<file path="config.mk">
export PLATFORM = sky130hd
export DESIGN_NAME = id_ex_stage
export DESIGN_NICKNAME = d
export VERILOG_FILES = /design/src/rtl/cpu_pkg.sv /design/src/rtl/operand_fwd_mux.sv /design/src/rtl/id_ex_stage.sv
export SDC_FILE = /design/constraint.sdc
export NUM_CORES = 1
export LEC_CHECK = 0
export CORE_MARGIN = 5
export CORE_UTILIZATION = 45
export CTS_CLUSTER_SIZE = 12
export DETAILED_ROUTE_END_ITERATION = 16
export PLACE_DENSITY = 0.8
export SLEW_MARGIN = 20
export SYNTH_ARGS = -nofsm -noshare
export SYNTH_HDL_FRONTEND = slang
export SYNTH_SLANG_ARGS = --single-unit
</file>
<file path="constraint.sdc">
create_clock -name clk -period 3.5 [get_ports clk]
set_clock_uncertainty 0.05 [all_clocks]
set_input_delay 0.7 -clock clk [delete_from_list [all_inputs] [get_ports clk]]
set_output_delay 0.7 -clock clk [all_outputs]
set_load 0.01 [all_outputs]
</file>
<file path="src/rtl/cpu_pkg.sv">
// Shared CPU definitions: default datapath width, register index width and ALU opcodes.
package cpu_pkg;

    localparam int DEFAULT_LEN = 32;
    localparam int REG_IDX_W   = 5;

    typedef enum logic [3:0] {
        ADD  = 4'b0000,
        SUB  = 4'b0001,
        AND  = 4'b0010,
        OR   = 4'b0011,
        XOR  = 4'b0100,
        SLT  = 4'b0101,
        SLTU = 4'b0110,
        SLL  = 4'b0111,
        SRL  = 4'b1000,
        BGE  = 4'b1001,
        BGEU = 4'b1010,
        SRA  = 4'b1011,
        SUB2 = 4'b1100,
        LUI  = 4'b1111
    } alu_ctrl_e;

endpackage

</file>
<file path="src/rtl/operand_fwd_mux.sv">
// Picks the freshest value of one source register from the EX/MEM and MEM/WB result buses.
module operand_fwd_mux
    import cpu_pkg::*;
#(
    parameter int LEN = DEFAULT_LEN
) (
    input  logic [REG_IDX_W-1:0] rs,
    input  logic [LEN-1:0]       rs_data,
    input  logic                 fwd_mem_valid,
    input  logic [REG_IDX_W-1:0] fwd_mem_rd,
    input  logic [LEN-1:0]       fwd_mem_data,
    input  logic                 fwd_wb_valid,
    input  logic [REG_IDX_W-1:0] fwd_wb_rd,
    input  logic [LEN-1:0]       fwd_wb_data,
    output logic [LEN-1:0]       operand
);

    // x0 is hardwired, so a bus claiming to write it must never override the read.
    // EX/MEM is younger than MEM/WB and therefore wins when both match.
    always_comb begin
        operand = rs_data;
        if (rs != '0) begin
            if (fwd_mem_valid && (fwd_mem_rd == rs)) begin
                operand = fwd_mem_data;
            end else if (fwd_wb_valid && (fwd_wb_rd == rs)) begin
                operand = fwd_wb_data;
            end
        end
    end

endmodule

</file>
<file path="src/rtl/id_ex_stage.sv">
// ID/EX pipeline register with operand forwarding; a stalled instruction keeps
// refreshing its register operands from the result buses until execute takes it.
module id_ex_stage
    import cpu_pkg::*;
#(
    parameter int LEN = DEFAULT_LEN
) (
    input  logic                 clk,
    input  logic                 rst,
    input  logic                 flush,
    input  logic                 in_valid,
    output logic                 in_ready,
    input  logic [REG_IDX_W-1:0] in_rs1,
    input  logic [REG_IDX_W-1:0] in_rs2,
    input  logic [REG_IDX_W-1:0] in_rd,
    input  logic [LEN-1:0]       in_rs1_data,
    input  logic [LEN-1:0]       in_rs2_data,
    input  logic [LEN-1:0]       in_imm,
    input  logic [LEN-1:0]       in_pc,
    input  logic                 in_op1_pc,
    input  logic                 in_alu_src,
    input  logic [3:0]           in_alu_ctrl,
    input  logic                 in_reg_write,
    input  logic                 fwd_mem_valid,
    input  logic [REG_IDX_W-1:0] fwd_mem_rd,
    input  logic [LEN-1:0]       fwd_mem_data,
    input  logic                 fwd_wb_valid,
    input  logic [REG_IDX_W-1:0] fwd_wb_rd,
    input  logic [LEN-1:0]       fwd_wb_data,
    output logic                 out_valid,
    input  logic                 out_ready,
    output logic [LEN-1:0]       aluop1,
    output logic [LEN-1:0]       aluop2,
    output logic [3:0]           alu_ctrl,
    output logic [LEN-1:0]       out_store_data,
    output logic [LEN-1:0]       out_pc,
    output logic [REG_IDX_W-1:0] out_rd,
    output logic                 out_reg_write
);

    logic                 capture;
    logic [REG_IDX_W-1:0] held_rs1;
    logic [REG_IDX_W-1:0] held_rs2;
    logic [LEN-1:0]       held_rs1_val;
    logic [LEN-1:0]       held_rs2_val;
    logic                 held_op1_pc;
    logic                 held_alu_src;
    logic [REG_IDX_W-1:0] sel_rs1;
    logic [REG_IDX_W-1:0] sel_rs2;
    logic [LEN-1:0]       sel_rs1_data;
    logic [LEN-1:0]       sel_rs2_data;
    logic [LEN-1:0]       fwd_rs1;
    logic [LEN-1:0]       fwd_rs2;

    assign in_ready = !out_valid || out_ready;
    assign capture  = in_valid && in_ready && !flush;

    // The same muxes serve a new instruction and the refresh of a held one.
    assign sel_rs1      = capture ? in_rs1      : held_rs1;
    assign sel_rs2      = capture ? in_rs2      : held_rs2;
    assign sel_rs1_data = capture ? in_rs1_data : held_rs1_val;
    assign sel_rs2_data = capture ? in_rs2_data : held_rs2_val;

    operand_fwd_mux #(.LEN(LEN)) u_fwd_rs1 (
        .rs            (sel_rs1),
        .rs_data       (sel_rs1_data),
        .fwd_mem_valid (fwd_mem_valid),
        .fwd_mem_rd    (fwd_mem_rd),
        .fwd_mem_data  (fwd_mem_data),
        .fwd_wb_valid  (fwd_wb_valid),
        .fwd_wb_rd     (fwd_wb_rd),
        .fwd_wb_data   (fwd_wb_data),
        .operand       (fwd_rs1)
    );

    operand_fwd_mux #(.LEN(LEN)) u_fwd_rs2 (
        .rs            (sel_rs2),
        .rs_data       (sel_rs2_data),
        .fwd_mem_valid (fwd_mem_valid),
        .fwd_mem_rd    (fwd_mem_rd),
        .fwd_mem_data  (fwd_mem_data),
        .fwd_wb_valid  (fwd_wb_valid),
        .fwd_wb_rd     (fwd_wb_rd),
        .fwd_wb_data   (fwd_wb_data),
        .operand       (fwd_rs2)
    );

    // Reset beats flush, flush beats capture; a held instruction's register
    // values are rewritten each stall cycle so later results are not missed.
    always_ff @(posedge clk) begin
        if (rst) begin
            out_valid      <= 1'b0;
            aluop1         <= '0;
            aluop2         <= '0;
            out_store_data <= '0;
            out_pc         <= '0;
            alu_ctrl       <= 4'b0000;
            out_rd         <= '0;
            out_reg_write  <= 1'b0;
            held_rs1       <= '0;
            held_rs2       <= '0;
            held_rs1_val   <= '0;
            held_rs2_val   <= '0;
            held_op1_pc    <= 1'b0;
            held_alu_src   <= 1'b0;
        end else if (flush) begin
            out_valid <= 1'b0;
        end else if (capture) begin
            out_valid      <= 1'b1;
            aluop1         <= in_op1_pc  ? in_pc  : fwd_rs1;
            aluop2         <= in_alu_src ? in_imm : fwd_rs2;
            out_store_data <= fwd_rs2;
            out_pc         <= in_pc;
            alu_ctrl       <= in_alu_ctrl;
            out_rd         <= in_rd;
            out_reg_write  <= in_reg_write;
            held_rs1       <= in_rs1;
            held_rs2       <= in_rs2;
            held_rs1_val   <= fwd_rs1;
            held_rs2_val   <= fwd_rs2;
            held_op1_pc    <= in_op1_pc;
            held_alu_src   <= in_alu_src;
        end else if (out_valid && !out_ready) begin
            held_rs1_val   <= fwd_rs1;
            held_rs2_val   <= fwd_rs2;
            out_store_data <= fwd_rs2;
            if (!held_op1_pc) begin
                aluop1 <= fwd_rs1;
            end
            if (!held_alu_src) begin
                aluop2 <= fwd_rs2;
            end
        end else begin
            out_valid <= 1'b0;
        end
    end

endmodule
</file>
==> out/metrics.cfg, run 1 <==
[sta]
whs_ps=404
tightestPinTransition_ps=645
setup_viol=0
period_share=0.906
finalHoldViolCount=0
fmax_mhz=315
rsz0062_at_grt=false
fin_crit_ps=3170
slew_headroom=0.570
timing.final.ws_setup_ps=329
slew_violations=0

[place]
post-place-cells=1895
place_ws_ps=-172
post_dp_cell_area_sq_mm=0.0143
io_buffers=370
dpl.hpwl_mm=31.8
gp_congestion=1.00

[floorplan]
fp.dieH_um=160
core_sq_mm=0.0220
die_x_um=160
io_pins=371
die-area_sq_mm=0.0255
fp-row-count=54
initial_utilization=0.459

[drt]
first_iter_violations=915
post_drt_wl_per_cell_um=22.2
drt_pass1_iterations=5
drc=0
viasPerCell=5.97
route.vias.total=11500
wl_mm=42.9
drtAntennaViolNets=0

[yosys]
synth-seq-area-share=0.364
yosys_warnings=0
ys_ff_latch=183
ys_types=52
synth_area_sq_mm=0.0101
synthFlopType=dfxtp_1
synth-edff-count=0
syn_nets=1526
synth-async-reset-ratio=0
netlist_instances=1295
syn_avg_cell_area_sq_um=7.78

[global_routing]
grt-busiest-layer=met2
antenna_found_initial=0
grt.overflow.total=0
grt_max_degree=62
use_met3=0.0800
grt_pass1_vias=11600
grt.met1_usage=0.378
met2_usage=0.531
grt_use_total=0.322
grt_pass1_wl_mm=65.4

[cts]
clock_path_buffers=2
clock_latency_ps=430
cts_root_buffer=clkbuf_16
h-tree-depth=4
post_cts_resized=0
cts_tree=yes
clk_pin_slew_ps=70
cts_made_buffers=17
clock_sinks=183

[flow_run]
cap_violations=0

[critical_path]
crit_path_end_kind=register
r2r_cells=10
critical_path.max_fanout=32
critPathRequiredTime_ps=3790
cp-start-kind=input pin
critPathKind=in2reg
cp_data_arrival_time_ps=3460

[power]
vdd_drop_max_mv=0.300
p_per_area_mw_per_mm2=387
power.leakage_nw=5.54
p_seq_frac=0.404
power.internal_mw=3.91
combPwrFrac=0.263
finalPower_mw=5.75
switching_power_mw=1.84
p_sw_frac=0.320
power.share.clock=0.333

[final_layout]
nets=1867
final_cell_mix=clkdlybuf4s50_1, nand2_1, dfxtp_1
drive_above_1_share=0.101
syn_to_final_growth_pct=47.5
final_cells=1929
final_cell_area_sq_mm=0.0149
layout_commonest_cell=clkdlybuf4s50_1

[hold_path]
hold_path_class=reg2reg
min_path_cells=2

[run_status]
outcome=completed

==> layout make-up <==
type	count	area, sq um
Clock buffer	18	429
Inverter	19	72.6
Multi-Input combinational cell	984	5890
Fill cell	1773	7110
Sequential cell	183	3660
Timing Repair Buffer	431	4310
Tap cell	280	350
Antenna cell	1	2.50
Clock inverter	13	134
==> cells by family after synthesis <==
kind of cell / count (synthesis) / synth area share
AO/OA/AOI/OAI: 380 / 0.277
AND/OR/NAND/NOR: 524 / 0.225
XOR/XNOR: 10 / 0.00870
flip-flops: 183 / 0.364
buffers and inverters: 128 / 0.0559
multiplexers: 70 / 0.0697
==> state kept, by name, indices dropped and copies added (netlist names) <==
signal         flops
aluop2            32
held_rs2_val      32
held_alu_src       1
alu_ctrl           4
out_pc            32
held_rs1           5
aluop1            32
out_valid          1
held_op1_pc        1
held_rs1_val      32
held_rs2           5
out_rd             5
out_reg_write      1
==> power groups by stage <==
stage          clock network (mW)  registers [mW]  logic [mW]
2_1_floorplan                   0            2.39       0.685
3_3_place_gp                    0            2.36        1.46
3_5_place_dp                    0            2.37        1.48
4_1_cts                      1.93            2.32        1.50
5_1_grt                      2.02            2.34        1.63
6_report                     1.92            2.32        1.51
==> path summary, 6_finish.rpt <==
kind / slack, ps / endpoint / start
worst max register to register: 650 / aluop2[23] / out_valid
worst min-delay path: 400 / alu_ctrl[1] / alu_ctrl[1]
worst max-delay path: 330 / aluop2[23] / flush
worst min register to register: 400 / alu_ctrl[1] / alu_ctrl[1]
==> stage by stage <==
step                setup TNS, ps  utilization
finish                          0        0.676
global route                    0        0.676
CTS                             0        0.675
detailed placement          -4640        0.650
global placement            -57.7        0.650
floorplan                       0            -
==> metal layers <==
layer / routed length [um] / part of all wire
met1: 16200 / 0.38
met2: 19900 / 0.46
met3: 4100 / 0.096
met4: 2660 / 0.062
met5: 0 / 0
==> repair_timing <==
item                                    CTS  global route
hold buffers                              0             0
setup buffers                             0             2
endpoints found under the setup margin    0             3
==> cell usage after synthesis (2+ instances only) <==
| master | n | area [sq um] |
|---|---|---|
| mux2i_1 | 69 | 691 |
| o22ai_1 | 4 | 25.0 |
| nor4_1 | 2 | 12.5 |
| clkbuf_1 | 77 | 289 |
| o31ai_1 | 5 | 37.5 |
| and3_1 | 32 | 200 |
| buf_4 | 3 | 22.5 |
| a21oi_1 | 66 | 330 |
| a211oi_1 | 3 | 22.5 |
| a22oi_1 | 32 | 240 |
| buf_6 | 7 | 78.8 |
| nand3_1 | 2 | 10.0 |
| or4_1 | 3 | 22.5 |
| o21ai_0 | 123 | 616 |
| nand4_1 | 3 | 18.8 |
| a222oi_1 | 2 | 20.0 |
| o221ai_1 | 35 | 307 |
| and2_1 | 28 | 175 |
| xor2_1 | 2 | 17.5 |
| nand2b_1 | 4 | 25.0 |
| nor2_1 | 108 | 405 |
| buf_2 | 14 | 70.1 |
| a31oi_1 | 33 | 206 |
| a221oi_2 | 31 | 465 |
| xnor2_1 | 8 | 70.1 |
| buf_1 | 8 | 30.0 |
| nand2_1 | 294 | 1100 |
| a211oi_2 | 30 | 375 |
| dfxtp_1 | 183 | 3660 |
| inv_1 | 18 | 67.6 |
| nor3_1 | 40 | 200 |
| o32ai_1 | 2 | 17.5 |
| a221oi_1 | 5 | 43.8 |
==> worst max-delay path: stages <==
cell	delay, ps
clkdlybuf4s50_1	460
nand2b_2	230
nor2_4	290
mux2i_1	300
xnor2_1	140
nor4b_4	280
o21a_4	560
a221oi_1	190
a221oi_1	290
No activity file was read; power rests on OpenSTA's default activity.
==> inputs of run 2 (changes only) <==
--- a/config.mk
+++ b/config.mk
@@ -6,10 +6,10 @@
 export NUM_CORES = 1
 export LEC_CHECK = 0
 export CORE_MARGIN = 5
-export CORE_UTILIZATION = 45
+export CORE_UTILIZATION = 41
 export CTS_CLUSTER_SIZE = 12
 export DETAILED_ROUTE_END_ITERATION = 16
-export PLACE_DENSITY = 0.8
+export PLACE_DENSITY = 0.77
 export SLEW_MARGIN = 20
 export SYNTH_ARGS = -nofsm -noshare
 export SYNTH_HDL_FRONTEND = slang
==> constraint.sdc (replaced) <==
create_clock -name clk -period 2.9 [get_ports clk]
set_clock_uncertainty 0.05 [all_clocks]
set_input_delay 0.58 -clock clk [delete_from_list [all_inputs] [get_ports clk]]
set_output_delay 0.58 -clock clk [all_outputs]
set_load 0.01 [all_outputs]
==> run 2 against run 1 <==
Against the previous run: register-to-register slack lost 430 ps; final cell count is 7.1% higher; first-iteration DRC count is 25% higher; clock power grew 23%; clock-buffer cell count stayed put; total power increased by 24%; flip-flop and latch count stayed put; combinational power grew 31%; sequential share of layout area decreased by 1.8 points; critical path depth up 1; worst hold slack better by 1.9 ps; largest cell class unchanged; largest power group unchanged; highest routed layer is now met5.
==> out/metrics.cfg, run 2 (same netlist as run 1, synthesis figures left out) <==
[final_layout]
syn_to_final_growth_pct=59.4
final_cell_area_sq_mm=0.0161  ; +8.1%
final_cells=2066  ; +7.1%
nets=1958  ; +4.9%
final_cell_mix=clkdlybuf4s50_1, nand2_1, dfxtp_1
drive_above_1_share=0.163  ; +0.0613
layout_commonest_cell=clkdlybuf4s50_1

[critical_path]
cp-start-kind=input pin
critical_path.max_fanout=12  ; -63%
r2r_cells=11  ; +1
critPathKind=in2reg
crit_path_end_kind=register
cp_data_arrival_time_ps=3070  ; -390 ps
critPathRequiredTime_ps=3130  ; -660 ps

[cts]
clock_sinks=183  ; unchanged
cts_made_buffers=17  ; unchanged
clock_path_buffers=2  ; unchanged
ctsHoldBuffers=0  ; unchanged
cts_root_buffer=clkbuf_16
clock_latency_ps=430  ; about the same
h-tree-depth=4  ; unchanged
cts_tree=yes
clk_pin_slew_ps=80  ; about the same

[drt]
post_drt_wl_per_cell_um=22.3  ; +0.37%
viasPerCell=5.81  ; -2.7%
drc=0  ; unchanged
drt_pass1_iterations=5  ; unchanged
route.vias.total=12000  ; +4.2%
drtAntennaViolNets=0  ; unchanged
wl_mm=46.1  ; +7.5%
first_iter_violations=1142  ; +25%

[power]
p_seq_frac=0.392  ; -0.012
combPwrFrac=0.277  ; +0.014
vdd_drop_max_mv=0.350  ; +17%
power.leakage_nw=6.13  ; +11%
p_sw_frac=0.324  ; +0.00449
switching_power_mw=2.32  ; +26%
power.share.clock=0.330  ; -0.003
p_per_area_mw_per_mm2=445  ; +15%
power.internal_mw=4.83  ; +24%

[run_status]
outcome=completed

[hold_path]
min_path_cells=2  ; unchanged
hold_path_class=reg2reg

[sta]
finalHoldViolCount=0  ; unchanged
timing.final.ws_setup_ps=57.4  ; -271 ps
period_share=0.980
whs_ps=405  ; +1.91 ps
fmax_mhz=352
fin_setup_tns_ps=0  ; unchanged
tightestPinTransition_ps=691  ; +45.4 ps
slew_headroom=0.540  ; -0.0303
fin_crit_ps=2840
slew_violations=0  ; unchanged
setup_viol=0  ; unchanged

[place]
post_dp_cell_area_sq_mm=0.0149  ; +4.2%
place_ws_ps=-608  ; -436 ps
gp_congestion=0.960  ; -4.1%
io_buffers=370  ; unchanged
post-place-cells=2006  ; +5.9%
dpl.hpwl_mm=33.7  ; +6.1%

[floorplan]
die_x_um=167  ; +4.5%
io_pins=371  ; unchanged
die-area_sq_mm=0.0278  ; +9.1%
core_sq_mm=0.0242  ; +10%
fp-row-count=57  ; +5.6%
initial_utilization=0.415  ; -0.0433
fp.dieH_um=167  ; +4.5%

[global_routing]
grt_pass1_wl_mm=68.4  ; +4.6%
grt_pass1_vias=11800  ; +1.6%
grt_use_total=0.309  ; -0.0124
grt.overflow.total=0  ; unchanged
grt_max_degree=60  ; -3.2%
antenna_found_initial=6  ; +6

[flow_run]
cap_violations=0  ; unchanged

## run 2: cell count changes in the layout (fill, tap and decap cells not counted), moves of 3 or more
cell and delta:
mux2i_1 -6, clkbuf_16 +3, mux2i_2 +4, dlymetal6s2s_1 +3
buf_4 +71, buf_6 +5, clkdlybuf4s50_1 -3, buf_12 +9
## run 2: through the flow
step / power, mW / util
3_3_place_gp: 4.71 / 0.613
2_1_floorplan: 3.71 / -
6_report: 7.15 / 0.662
4_1_cts: 7.08 / 0.640
5_1_grt: 7.44 / 0.662
3_5_place_dp: 4.73 / 0.613
## run 2: path summary, 6_finish.rpt
kind,startpoint,end,slack (ps)
worst max-delay path,in_rs2[3],held_rs2_val[8],60
worst min-delay path,out_pc[25],out_pc[25],410
worst max register to register,out_valid,aluop2[19],220
worst min register to register,out_pc[25],out_pc[25],410
## run 2: critical path: stages
cell,delay (ps)
clkdlybuf4s50_1,480
inv_1,60
buf_4,130
a222oi_1,490
o221ai_2,220
buf_4,200
o21a_4,280
buf_4,150
a221oi_2,350
a211oi_2,120
## run 2: layout make-up
cell class                 count  area, sq um
inverter                      19         73.8
clock inverter                14          156
timing repair buffer         521         5190
clock buffer                  18          429
antenna                        2         5.00
sequential                   183         3660
tap                          324          405
fill                        2010         8200
multi-input combinational    985         6130
## run 2: timing repair
item                                   in CTS  in global routing
gates resized for setup                    13                 42
endpoints found under the hold margin       0                  0
gates cloned                                1                  4
setup endpoints to repair                 117                128
pin swaps                                   4                  7
setup buffers                               1                 20
## run 2: per-layer routing
metal	global-route usage	routed length (um)	vias to the layer above
li1	-	-	5512
met1	0.380	18100	5637
met2	0.511	21500	703
met3	0.0768	3970	138
met4	0.144	2510	6
met5	0	39	-
## run 2: power groups by stage
stage / registers (mW) / clock network, mW / logic (mW)
6_report: 2.81 / 2.36 / 1.98
3_3_place_gp: 2.85 / 0 / 1.85
4_1_cts: 2.80 / 2.38 / 1.90
2_1_floorplan: 2.89 / 0 / 0.827
3_5_place_dp: 2.86 / 0 / 1.87
5_1_grt: 2.83 / 2.48 / 2.13
==> inputs of run 3 (changes only) <==
--- a/config.mk
+++ b/config.mk
@@ -6,10 +6,11 @@
 export NUM_CORES = 1
 export LEC_CHECK = 0
 export CORE_MARGIN = 5
-export CORE_UTILIZATION = 41
+export CORE_UTILIZATION = 24
 export CTS_CLUSTER_SIZE = 12
 export DETAILED_ROUTE_END_ITERATION = 16
-export PLACE_DENSITY = 0.77
+export PLACE_DENSITY = 0.49
+export REMOVE_ABC_BUFFERS = 1
 export SLEW_MARGIN = 20
 export SYNTH_ARGS = -nofsm -noshare
 export SYNTH_HDL_FRONTEND = slang
==> run 3 against run 2 <==
Against the previous run: total power increased by 4.3%; non-clock buffer count decreased by 21; clock-buffer cell count increased by 4; maximum frequency increased by 1.9%; sequential power about the same; register-to-register slack got worse by 30 ps; cell area increased by 0.83%.
==> out/metrics.cfg, run 3 (same netlist as run 1, synthesis figures left out) <==
[critical_path]
crit_path_end_kind=register
path_common_cell=a221oi_1
slowest_stage=clkdlybuf4s50_1
critPathKind=in2reg
cp_data_arrival_time_ps=3140  ; +70 ps
rrSetupSlack_ps=190  ; -30 ps
path_cells=clkdlybuf4s50_1, nor2b_4, nor2_4, buf_12, mux2i_4, xnor2_2, nor4b_4, buf_6, o21a_4, a221oi_1, buf_4, a221oi_1
slowest_delay_ps=510  ; +20 ps
timing.rr.end=held_rs2_val[30]
critical_path.max_fanout=6  ; -6
critPathRequiredTime_ps=3250  ; +120 ps
cp-start-kind=input pin
r2r_cells=11  ; unchanged
timing.rr.start=out_valid

[cts]
clock_latency_ps=490  ; +60 ps
clock_path_buffers=2  ; unchanged
cts_made_buffers=17  ; unchanged
cts_root_buffer=clkbuf_16
ctsHoldBuffers=0  ; unchanged
clock_sinks=183  ; unchanged
h-tree-depth=4  ; unchanged
clk_pin_slew_ps=70  ; about the same
cts_tree=yes

[final_layout]
final_cell_mix=clkdlybuf4s50_1, nand2_1, dfxtp_1
drive_above_1_share=0.151  ; -0.0119
nets=1936  ; -1.1%
syn_to_final_growth_pct=60.7
layout_commonest_cell=clkdlybuf4s50_1

[drt]
drt_pass1_iterations=7  ; +2
first_iter_violations=678  ; -41%
wl_met2_mm=24.0  ; +12%
routedLengthMet1_mm=22.5  ; +24%
post_drt_wl_per_cell_um=22.2  ; -0.68%
top_layer_used=met5
drtAntennaViolNets=0  ; unchanged
route.vias.total=11400  ; -5.4%
dr_wl_met3_mm=3.00  ; -24%
wl_mm=50.1  ; +8.7%
drc=0  ; unchanged
viasPerCell=5.02  ; -14%

[place]
place_ws_ps=-705  ; -96.8 ps
io_buffers=370  ; unchanged
gp_congestion=0.827  ; -14%
dpl.hpwl_mm=35.9  ; +6.3%

[floorplan]
die_x_um=215  ; +29%
io_pins=371  ; unchanged
initial_utilization=0.241  ; -0.174
core_sq_mm=0.0418  ; +72%
fp-row-count=75  ; +32%
fp.dieH_um=215  ; +29%
die-area_sq_mm=0.0462  ; +66%

[power]
switching_power_mw=2.27  ; -2.0%
vdd_drop_max_mv=0.392  ; +12%
power.leakage_nw=6.03  ; -1.7%
power.internal_mw=5.19  ; +7.3%
p_seq_frac=0.376  ; -0.016
combPwrFrac=0.264  ; -0.013
finalPower_mw=7.45  ; +4.3%
p_per_area_mw_per_mm2=461  ; +3.4%
p_sw_frac=0.304  ; -0.0197
power.share.clock=0.360  ; +0.030

[global_routing]
grt_pass1_wl_mm=73.5  ; +7.5%
grt_use_total=0.209  ; -0.101
grt.overflow.total=0  ; unchanged
grt_max_degree=64  ; +6.7%
antenna_found_initial=6  ; unchanged
grt_pass1_vias=11500  ; -2.5%

[sta]
timing.final.ws_setup_ps=112  ; +54.1 ps
finalHoldViolCount=0  ; unchanged
fin_setup_tns_ps=0  ; unchanged
tightestPinTransition_ps=546  ; -145 ps
fmax_mhz=359  ; +1.9%
rsz0062_at_grt=true
setup_viol=0  ; unchanged
fin_crit_ps=2790  ; -54.1 ps
slew_violations=0  ; unchanged
period_share=0.962  ; -0.0187
slew_headroom=0.636  ; +0.0964

[run_status]
outcome=completed

[flow_run]
cap_violations=0  ; unchanged

[hold_path]
hold_path_end=held_rs1[2]
hp-start=rst
min_path_cells=2  ; unchanged
hold_path_class=in2reg

run 3: changes by cell type in the layout (fill, tap and decap cells not counted), sizes merged, moves of 2 or more:
cell	change
buf	-20
clkinv	-5
diode	+2
clkinvlp	+3
clkbuf	+3
inv	-6
bufinv	+4
run 3: worst max-delay path by stage:
stage,from,end,slack [ps],cells after the start
after floorplan,out_ready,aluop1[25],-4800,6
after CTS,flush,held_rs2_val[0],10,12
after global placement,out_ready,held_rs2_val[30],-690,12
after detailed placement,out_ready,held_rs2_val[30],-700,12
after global routing,out_ready,aluop2[23],-20,11
final,out_ready,aluop2[13],110,12
run 3: metrics by stage:
| step | instances | util | hold slack (ps) | instance area (sq um) |
|---|---|---|---|---|
| after CTS | 2252 | 0.382 | 355 | 15900 |
| after detailed placement | 2220 | 0.366 | 397 | 15300 |
| final | 2261 | 0.388 | 402 | 16200 |
| after global placement | 2220 | 0.366 | 391 | 15300 |
| after global routing | 2260 | 0.387 | 379 | 16200 |
| after floorplan | 1186 | - | 397 | 9580 |
run 3: power groups by stage:
| stage | clock, mW | combinational [mW] | sequential (mW) |
|---|---|---|---|
| finish | 2.69 | 1.97 | 2.80 |
| detailed placement | 0 | 1.94 | 2.86 |
| CTS | 2.78 | 1.95 | 2.80 |
| floorplan | 0 | 0.781 | 2.89 |
| global route | 2.87 | 2.14 | 2.82 |
| global placement | 0 | 1.93 | 2.85 |
run 3: routing by layer:
| layer | track usage | vias to the layer above |
|---|---|---|
| met5 | 0 | - |
| met4 | 0.0560 | 2 |
| met3 | 0.0543 | 43 |
| met2 | 0.347 | 383 |
| met1 | 0.269 | 5450 |
| li1 | - | 5474 |
run 3: what timing repair did:
item	CTS	global route
gates resized for setup	3	29
pin swaps	0	6
buffers inserted	0	3
setup endpoints to repair	129	127
cloned	0	2
run 3: cell type report:
cell class              instances  area [sq um]
diodes                          4          10.0
clock buffers                  22           474
clock inverters                10           168
fillers                      4258         25600
inverters                      19          73.8
multi-input cells             984          6040
flip-flops and latches        183          3660
well taps                     539           674
repair buffers                500          5080
run 3: critical path, delay by kind of cell:
kind / cells / cell delay (ps)
mux: 1 / 250
xor+xnor: 1 / 110
buf+inv: 4 / 990
compound gates: 3 / 580
simple gates: 3 / 610
